### src/rtl/rtc_pkg.sv
// Shared encodings and default sizing for the RTC burst sequencer.
package rtc_pkg;

  typedef enum logic [1:0] {
    ST_IDLE = 2'd0,
    ST_XFER = 2'd1,
    ST_DONE = 2'd2
  } state_e;

  typedef enum logic {
    MODE_READ  = 1'b0,
    MODE_WRITE = 1'b1
  } mode_e;

  localparam int N_REGS_DEF       = 7;
  localparam int CYC_PER_XFER_DEF = 34;

endpackage

### src/rtl/rtc_xfer_counter.sv
// Per-register cycle timer plus register index; last flags the final cycle of the burst.
module rtc_xfer_counter
  import rtc_pkg::*;
#(
  parameter int N_REGS       = N_REGS_DEF,
  parameter int CYC_PER_XFER = CYC_PER_XFER_DEF,
  parameter int IDX_W        = 4
) (
  input  logic             clk,
  input  logic             reset,
  input  logic             clr,
  input  logic             en,
  output logic [IDX_W-1:0] idx,
  output logic             last
);

  logic [7:0]       timer_q, timer_d;
  logic [IDX_W-1:0] idx_q, idx_d;
  logic             slot_end;
  logic             idx_end;

  assign slot_end = (timer_q == 8'(CYC_PER_XFER - 1));
  assign idx_end  = (idx_q == IDX_W'(N_REGS - 1));
  assign last     = slot_end && idx_end;
  assign idx      = idx_q;

  always_comb begin
    timer_d = timer_q;
    idx_d   = idx_q;
    if (clr) begin
      timer_d = '0;
      idx_d   = '0;
    end else if (en) begin
      if (slot_end) begin
        timer_d = '0;
        // At the final slot the index folds back to 0 so IDLE/DONE see a clean value.
        idx_d   = idx_end ? '0 : idx_q + 1'b1;
      end else begin
        timer_d = timer_q + 8'd1;
      end
    end
  end

  always_ff @(posedge clk) begin
    if (!reset) begin
      timer_q <= '0;
      idx_q   <= '0;
    end else begin
      timer_q <= timer_d;
      idx_q   <= idx_d;
    end
  end

endmodule

### src/rtl/rtc_burst_seq.sv
// Sequences a burst of RTC register transfers and steers the RAM/RTC datapath
// from the bus-cycle engine's phase flags.
module rtc_burst_seq
  import rtc_pkg::*;
#(
  parameter int N_REGS       = N_REGS_DEF,
  parameter int CYC_PER_XFER = CYC_PER_XFER_DEF,
  parameter int IDX_W        = 4
) (
  input  logic             clk,
  input  logic             reset,
  input  logic             start,
  input  logic             mode,
  input  logic             abort,
  output logic             busy,
  output logic             done,
  output logic             bus_do_it,
  output logic             bus_w_r,
  input  logic             bus_send_add,
  input  logic             bus_send_data,
  input  logic             bus_read_data,
  output logic [IDX_W-1:0] ram_idx,
  output logic             ram_sel_addr,
  output logic             rtc_to_ram,
  output logic             ram_to_rtc,
  output logic             w_ram_enable,
  output logic             r_ram_enable,
  output state_e           dbg_state
);

  state_e state_q;
  mode_e  mode_q;
  logic   busy_q, done_q, do_it_q, w_r_q;
  logic   cnt_clr, cnt_en, cnt_last;

  // Valid/ready: start is a one-cycle request accepted only in IDLE; done is a
  // one-cycle completion pulse with no back-pressure.
  assign cnt_en  = (state_q == ST_XFER);
  assign cnt_clr = (state_q != ST_XFER) || abort;

  rtc_xfer_counter #(
    .N_REGS       (N_REGS),
    .CYC_PER_XFER (CYC_PER_XFER),
    .IDX_W        (IDX_W)
  ) u_cnt (
    .clk   (clk),
    .reset (reset),
    .clr   (cnt_clr),
    .en    (cnt_en),
    .idx   (ram_idx),
    .last  (cnt_last)
  );

  always_ff @(posedge clk) begin
    if (!reset) begin
      state_q <= ST_IDLE;
      mode_q  <= MODE_READ;
      busy_q  <= 1'b0;
      done_q  <= 1'b0;
      do_it_q <= 1'b0;
      w_r_q   <= 1'b0;
    end else begin
      done_q <= 1'b0;
      case (state_q)
        ST_IDLE: begin
          if (start) begin
            state_q <= ST_XFER;
            mode_q  <= mode_e'(mode);
            busy_q  <= 1'b1;
            do_it_q <= 1'b1;
            w_r_q   <= mode;
          end
        end
        ST_XFER: begin
          // abort outranks the terminal count so an aborted burst never pulses done.
          if (abort || cnt_last) begin
            state_q <= abort ? ST_IDLE : ST_DONE;
            done_q  <= !abort;
            busy_q  <= 1'b0;
            do_it_q <= 1'b0;
            w_r_q   <= 1'b0;
          end
        end
        default: state_q <= ST_IDLE;
      endcase
    end
  end

  assign busy      = busy_q;
  assign done      = done_q;
  assign bus_do_it = do_it_q;
  assign bus_w_r   = w_r_q;
  assign dbg_state = state_q;

  always_comb begin
    ram_sel_addr = 1'b0;
    rtc_to_ram   = 1'b0;
    ram_to_rtc   = 1'b0;
    w_ram_enable = 1'b0;
    r_ram_enable = 1'b0;
    if (state_q == ST_XFER) begin
      case ({bus_send_add, bus_send_data, bus_read_data})
        3'b100: begin
          ram_sel_addr = 1'b1;
          r_ram_enable = 1'b1;
          ram_to_rtc   = 1'b1;
        end
        3'b010: begin
          r_ram_enable = (mode_q == MODE_WRITE);
          ram_to_rtc   = (mode_q == MODE_WRITE);
        end
        3'b001: begin
          w_ram_enable = (mode_q == MODE_READ);
          rtc_to_ram   = (mode_q == MODE_READ);
        end
        default: ;
      endcase
    end
  end

endmodule

### config.mk
export PLATFORM = sky130hd
export DESIGN_NAME = rtc_burst_seq
export DESIGN_NICKNAME = d
export VERILOG_FILES = /design/src/rtl/rtc_pkg.sv /design/src/rtl/rtc_xfer_counter.sv /design/src/rtl/rtc_burst_seq.sv
export SDC_FILE = /design/constraint.sdc
export NUM_CORES = 1
export LEC_CHECK = 0
export CORE_UTILIZATION = 31
export CTS_CLUSTER_SIZE = 14
export DETAILED_ROUTE_END_ITERATION = 8
export GPL_ROUTABILITY_DRIVEN = 0
export PLACE_DENSITY = 0.59
export SYNTH_ARGS = -nofsm -noshare
export SYNTH_HDL_FRONTEND = slang
export SYNTH_SLANG_ARGS = --single-unit
### constraint.sdc
create_clock -name clk -period 1.31 [get_ports clk]
set_input_delay 0.262 -clock clk [delete_from_list [all_inputs] [get_ports clk]]
set_output_delay 0.262 -clock clk [all_outputs]
set_load 0.05 [all_outputs]
; ---- Yosys cells after proc, flatten, opt, wreduce, memory -nomap -nowiden
; Cells that the tools add are included.
[op_classes]
n_addsub = 2
mux = 17
reduce_logical = 12
n_bitwise = 2
n_eq_ne = 9
[op_table]
columns = cell, count
row1 = adder 8 x 1 -> 8 bit (second input constant), 1
row2 = == test 8 x 6 -> 1 bit (second input constant), 1
row3 = 2-to-1 mux 1 bit, 8
row4 = 2-to-1 mux 8 bit, 1
row5 = 2-to-1 mux 2 bit, 3
row6 = one-hot mux 1 bit (2 select lines), 3
row7 = AND reduction 2 bit, 3
row8 = AND reduction 3 bit, 2
row9 = adder 4 x 1 -> 4 bit (second input constant), 1
row10 = == test 4 x 3 -> 1 bit (second input constant), 1
row11 = 2-to-1 mux 4 bit, 1
row12 = inequality test 2 x 1 -> 1 bit (second input constant), 2
row13 = one-hot mux 2 bit (2 select lines), 1
row14 = == test 3 x 1 -> 1 bit (second input constant), 1
row15 = == test 3 x 2 -> 1 bit (second input constant), 1
row16 = == test 3 bit (second input constant), 1
row17 = == test 2 x 1 -> 1 bit (second input constant), 1
row18 = logical NOT 2 bit, 1
row19 = logical OR 1 bit, 2
row20 = inequality test 2 bit (second input constant), 1
row21 = inverter 1 bit, 2
row22 = nonzero test 2 bit, 1
row23 = OR reduction 2 bit, 1
row24 = logical AND 1 bit, 1
row25 = logical NOT 1 bit, 1
[totals]
wordCells = 49
ff_bits = 18
out_inout_bits = 15
in_bits = 8

; ---- Longest topological paths before layout
; Gate-level depths: netlist (run 1).
[depth]
ltp_word = 5
depth_mapped = 7
ltp_nobuf = 6

; ---- Modules after synthesis
; From an unflattened synthesis (run 1), not the netlist that was laid out.
[hier_totals]
hier_cells = 107
hier_area_um2 = 973.4
[modules_own_cells]
columns = module, instances, area_per_inst_um2, seq_area_each_um2, cells_each
row1 = rtc_xfer_counter, 1, 656.9, 240.2, 72
row2 = rtc_burst_seq, 1, 316.6, 120.1, 35

; ---- Worst setup path after synthesis (run 1)
; No wires, ideal clock.
[synth_path]
path_type = register to output
start = register state_q[0] (netlist: dbg_state[0])
end = output w_ram_enable
stages_incl_launch_ff = 5
t_required_ns = 1.048
n_path_buf = 1
t_arrival_ns = 2.573
path_slack_ns = -1.525
path_cell_list = dfxtp_1 > and2b_2 > nand3b_1 > nor3_1 > buf_4
[synth_via]
elab_chain_cells = 2
[synth_rtl]
columns = element, line_no
row1 = start: declaration, rtc_burst_seq.sv:31  ; state_e state_q;
row2 = start signal: assignment, rtc_burst_seq.sv:77  ; state_q <= abort ? ST_IDLE : ST_DONE;
row3 = == test 2 x 1 -> 1 bit, rtc_burst_seq.sv:101  ; if (state_q == ST_XFER) begin
row4 = 2-to-1 mux 1 bit, -
row5 = end: declaration, rtc_burst_seq.sv:26  ; output logic w_ram_enable,
; Every way passes these cells.

; ---- Worst setup path in the final report (run 1)
[layout_path]
start = register state_q[1] (netlist: dbg_state[1])
end = output w_ram_enable
[layout_via]
elab_chain_cells = 2
[layout_rtl]
columns = element, line_no
row1 = == test 2 x 1 -> 1 bit, rtc_burst_seq.sv:101
row2 = 2-to-1 mux 1 bit, rtc_burst_seq.sv:101
; Every way passes these cells.

==> flow_metrics.tcl, run 1 <==
set metrics [dict create \
    status "finished with violations" \
    violations "setup timing" \
    wl_met1_mm 1.03 \
    fp.dieArea_um2 3100 \
    placed_cell_area_um2 1500 \
    n_antenna_cell 0 \
    io_buffers 22 \
    crit_type "flip-flop to output pin" \
    start_util_pct 32.6 \
    cts_tree "yes" \
    combinationalPowerShare_pct 21.0 \
    maxUsedRoutingLayer "met4" \
    die_h_um 55.6 \
    drtPass1Iterations 4 \
    track_usage_pct 17.1 \
    synth_largest_area_cell "dfxtp_1" \
    synthArstFlopShare_pct 0 \
    post-route-period-util_pct 132 \
    synth_top_area_share_pct 40.4 \
    drt-total-wl_mm 2.55 \
    worst_pin_slew_ns 0.370 \
    switchingPower_mw 0.323 \
    grt_max_degree 11 \
    synth_edf_count 0 \
    fillerInstances 219 \
    cts_hold_buf 0 \
    syn_inst 96 \
    ctsHtreeMaxLevel 1 \
    met2_length_mm 1.37 \
    grt_pass1_vias 929 \
    end_kind "output pin" \
    yosysWarnings 0 \
    route.vias.total 913 \
    ys_seq_area_share_pct 40.4 \
    maxSlewHeadroom_pct 75.2 \
    overflow 0 \
    fmax_mhz 579 \
    clk_pin_slew_worst_paths_ns 0.11 \
    dieWidth_um 55.6 \
    layout-drive-gt1-share_pct 53.1 \
    dp_slack_ns -0.529 \
    drt-initial-drc-count 26 \
    fin_nets 156 \
    finalWorstSetupSlack_ns -0.417 \
    setup_viol_count_final 14 \
    p_per_area_nw_per_um2 701 \
    p_clk_share_pct 30.5 \
    crit_fanout 2 \
    intPower_mw 0.849 \
    synth_seq_cells 18 \
    avgSynthCellArea_um2 9.29 \
    grt_pass1_wl_mm 4.15 \
    clock_path_buffers 2 \
    grt_antenna_before_repair 0 \
    met3_length_um 95 \
    cts_inserted_buffers 3 \
    ios 23 \
    post_drt_wl_per_cell_um 14.5 \
    cts-root-buf "clkbuf_4" \
    synth_common_cells "18 x dfxtp_1, 12 x nor2_1, 8 x xor2_1" \
    yosys-top-cells-area "dfxtp_1 40%, xor2_1 7.9%, nor2_1 5.0%" \
    synthDistinctLibCells 33 \
    leakage_nw 0.663 \
    p_seq_share_pct 48.5 \
    holdWs_ns 0.549 \
    clk_latency_ns 0.30 \
    final_area_um2 1670 \
    power.share.switching_pct 27.6 \
    netlist_area_um2 892 \
    slew_viol_final 0 \
    hp-class "flip-flop to flip-flop" \
    synth_fp_nets 106 \
    ant_nets 0 \
    numClockSinks 18 \
    area_growth_pct 87.5 \
    start_kind "flip-flop" \
    row_count 19 \
    dp_hpwl_mm 1.77 \
    coreArea_um2 2730 \
    via_per_inst 5.19 \
    rsz0062_at_grt "true" \
    drcViolationCount 0 \
    max_cap_violations 0 \
    clock-skew-final_ns 0.00316 \
    yosys.cell_count.top_type "dfxtp_1" \
    min_period_ns 1.73 \
    required_ns 1.05 \
    ir_drop_uv 468 \
    arrival_ns 1.47 \
    ys.flop_type "dfxtp_1" \
    hold_violations 0 \
]
[logic make-up (layout without fill, tap and decap cells)]
logic type                 after synthesis  count (layout)  synth area share (%)
DFF                                     18              18                  40.4
and+or+nand+nor                         47              47                  34.8
adders and majority gates                2               2                  2.80
AOI/OAI and AO/OA                       14              14                  9.82
buffers and inverters                    7              56                  4.35
xor gates and xnor gates                 8               8                  7.85
[cell usage in the layout (no fill, tap or decap), types with 2 or more instances in the layout]
cell type	instances
dfxtp_4	2
inv_1	2
clkdlybuf4s50_1	4
dfxtp_2	6
and3_1	2
nand2b_4	3
a21oi_1	3
buf_4	21
o21ai_0	3
nand4_1	6
dfxtp_1	10
nor3_4	3
xor2_1	8
nor3b_2	2
clkbuf_4	3
buf_12	16
nor2_1	12
nand2_1	3
nand2_2	2
buf_6	5
nand3b_1	2
[path summary, 6_finish.rpt]
check	startpoint	endpoint	slack (ns)	cells after the start
setup / recovery	dbg_state[1]	w_ram_enable	-0.42	4
hold / removal	u_cnt.timer_q[0]	u_cnt.timer_q[1]	0.55	2
setup reg to reg	u_cnt.timer_q[1]	u_cnt.idx[1]	-0.13	6
hold reg to reg	u_cnt.timer_q[0]	u_cnt.timer_q[1]	0.55	2
[routing by layer]
layer / track usage (%) / vias up
met5: 0 / -
met4: 6.79 / 0
met1: 18.6 / 446
met3: 2.56 / 7
met2: 32.7 / 23
li1: - / 437
[area by class of cell]
| type | instances | area (um^2) | area share, % |
|---|---|---|---|
| Multi-Input combinational cell | 71 | 607 | 36.3 |
| Clock buffer | 4 | 36.3 | 2.17 |
| Inverter | 3 | 11.3 | 0.673 |
| Sequential cell | 18 | 375 | 22.4 |
| Timing Repair Buffer | 49 | 604 | 36.1 |
| Tap cell | 31 | 38.8 | 2.32 |
[power groups by stage]
| stage | logic, mW | clock network, mW | registers, mW |
|---|---|---|---|
| 6_report | 0.246 | 0.358 | 0.569 |
| 5_1_grt | 0.259 | 0.387 | 0.571 |
| 4_1_cts | 0.228 | 0.363 | 0.569 |
| 2_1_floorplan | 0.0767 | 0 | 0.604 |
| 3_3_place_gp | 0.216 | 0 | 0.579 |
| 3_5_place_dp | 0.219 | 0 | 0.580 |
[metrics by stage]
stage | util, % | cells | power, mW | TNS (ns)
2_1_floorplan | - | 96 | 0.680 | -1.40
3_3_place_gp | 54.8 | 168 | 0.795 | -2.98
3_5_place_dp | 54.8 | 168 | 0.799 | -3.49
4_1_cts | 58.4 | 173 | 1.16 | -2.18
5_1_grt | 61.2 | 176 | 1.22 | -3.42
6_report | 61.2 | 176 | 1.17 | -2.37
[what timing repair did]
action | in CTS | in global routing
buffers inserted | 3 | 4
gates resized for setup | 19 | 10
cloned | 0 | 0
setup endpoints to repair | 19 | 23
pin swaps | 12 | 10
[registers in the layout, indices dropped and copies added (netlist names)]
name           count
dbg_state          2
done               1
bus_w_r            1
bus_do_it          1
u_cnt.timer_q      8
mode_q             1
u_cnt.idx          4
[worst max-delay path, stage by stage (launching register included)]
cell,delay [ns]
dfxtp_4,0.36
and2b_2,0.21
nand3b_1,0.13
nor3_4,0.29
buf_12,0.18
Note: power is estimated with default switching activity, not from simulation.
==> inputs of run 2 (changes only) <==
CELL_PAD_IN_SITES_DETAIL_PLACEMENT = 1   (was default)
CELL_PAD_IN_SITES_GLOBAL_PLACEMENT = 1   (was default)
PLACE_DENSITY = 0.74   (was 0.59)
==> run 2 against run 1 <==
  * The run still ends with setup timing left
  * Combinational power barely moved
  * Flip-flop and latch count stayed put
  * Largest power group unchanged
  * Power is essentially flat
  * Fmax about the same
  * Via count increased by 7.4%
  * Clock power about the same
  * Critical path type unchanged
  * Worst hold slack improved by 0.021 ns
  * First-iteration DRC count is 38% lower
  * Final area rose by 2.6%
==> flow_metrics.tcl, run 2 (same netlist as run 1, synthesis figures left out) <==
set metrics [dict create \
    crit_type "flip-flop to output pin" \
    use_met2_pct 38.2 \
    ios 23 \
    area_growth_pct 92.4 \
    cts_inserted_buffers 3 \
    dieWidth_um 55.6 \
    drtPass1Iterations 4 \
    grtUsageMet1_pct 25.8 \
    min_period_ns 1.73 \
    regMostFlops "u_cnt.timer_q" \
    post-route-period-util_pct 132 \
    drcViolationCount 0 \
    slew_viol_final 0 \
    clock_path_buffers 2 \
    post_drt_wl_per_cell_um 19.6 \
    start_kind "flip-flop" \
    overflow 0 \
    leakage_nw 0.684 \
    grt_pass1_vias 1017 \
    ir_drop_uv 522 \
    fmax_mhz 579 \
    via_per_inst 5.42 \
    end_kind "output pin" \
    grt_antenna_before_repair 0 \
    final_common_cell "buf_4" \
    finalWorstSetupSlack_ns -0.418 \
    cts_tree "yes" \
    final_cell_mix "28 x buf_4, 16 x buf_12, 12 x nor2_1" \
    n_antenna_cell 0 \
    use_met3_pct 3.26 \
    route.vias.total 981 \
    required_ns 1.05 \
    largest_reg_flops 8 \
    clock-skew-final_ns 0.00984 \
    layout-drive-gt1-share_pct 58.0 \
    dp_slack_ns -0.487 \
    violations "setup timing" \
    ant_nets 0 \
    cts-root-buf "clkbuf_4" \
    fp.dieArea_um2 3100 \
    final_util_pct 62.8 \
    worst_pin_slew_ns 0.317 \
    placed_cell_area_um2 1490 \
    arrival_ns 1.47 \
    rsz0062_at_grt "true" \
    drt-initial-drc-count 16 \
    clk_latency_ns 0.30 \
    grt_max_degree 11 \
    drt-total-wl_mm 3.54 \
    grt_pass1_wl_mm 5.05 \
    ctsHtreeMaxLevel 1 \
    final_area_um2 1720 \
    crit_fanout 3 \
    totalPowerFinal_mw 1.17 \
    cts_hold_buf 0 \
    maxSlewHeadroom_pct 78.8 \
    fillerInstances 292 \
    io_buffers 22 \
    p_per_area_nw_per_um2 683 \
    hp-class "flip-flop to flip-flop" \
    start_util_pct 32.6 \
    dp_hpwl_mm 2.01 \
    row_count 19 \
    status "finished with violations" \
    setup_viol_count_final 19 \
    die_h_um 55.6 \
    clk_pin_slew_worst_paths_ns 0.12 \
    hold_violations 0 \
    fin_nets 161 \
    max_cap_violations 0 \
    track_usage_pct 21.2 \
    coreArea_um2 2730 \
    numClockSinks 18 \
    busiest_layer "met2" \
]
## run 2: cell types whose count changed in the layout (fill, tap and decap cells not counted), moves of 2 or more
cell and change:
buf_4 +7, a21oi_1 -2, a21oi_2 +2, buf_6 -2, nor3b_1 +2, nor3b_2 -2
## run 2: final cells by class
type                            instances  area, um^2  area share [%]
Timing Repair Buffer                   54         632            36.8
Multi-Input combinational cell         71         623            36.3
Sequential cell                        18         375            21.9
Tap cell                               31        38.8            2.26
Clock buffer                            4        36.3            2.11
Inverter                                3        11.3           0.656
## run 2: metal layers
| layer | vias up | part of all wire (%) |
|---|---|---|
| li1 | 447 | - |
| met1 | 497 | 40 |
| met2 | 33 | 55 |
| met3 | 4 | 4.0 |
| met4 | 0 | 1.2 |
| met5 | - | 0 |
## run 2: worst max-delay path, cell delays in order (launching register included)
cell      delay, ns
dfxtp_4        0.37
and2b_2        0.22
nand3b_1       0.12
nor3_4         0.29
buf_12         0.18
## run 2: worst paths after layout
kind	depth (start not counted)	startpoint	to	slack, ns
setup / recovery	4	dbg_state[1]	w_ram_enable	-0.42
hold / removal	2	u_cnt.timer_q[0]	u_cnt.timer_q[1]	0.57
setup reg to reg	6	u_cnt.timer_q[1]	u_cnt.idx[1]	-0.17
hold reg to reg	2	u_cnt.timer_q[0]	u_cnt.timer_q[1]	0.57
## run 2: what timing repair did
action,in CTS,in global routing
endpoints found under the setup margin,20,23
cloned,0,0
gates resized for setup,16,15
setup buffers,7,5
pin swaps,15,14
## run 2: power by group
part / internal (mW) / switching, mW
clock network: 0.170 / 0.187
registers: 0.555 / 0.0135
logic: 0.118 / 0.129
## run 2: through the flow
step                      hold slack (ns)  TNS (ns)  cells
final                               0.570     -2.84    181
after global routing                0.602     -3.83    181
after CTS                           0.551     -2.42    178
after detailed placement            0.520     -3.51    167
after floorplan                     0.380     -1.40     96
after global placement              0.502     -2.82    167
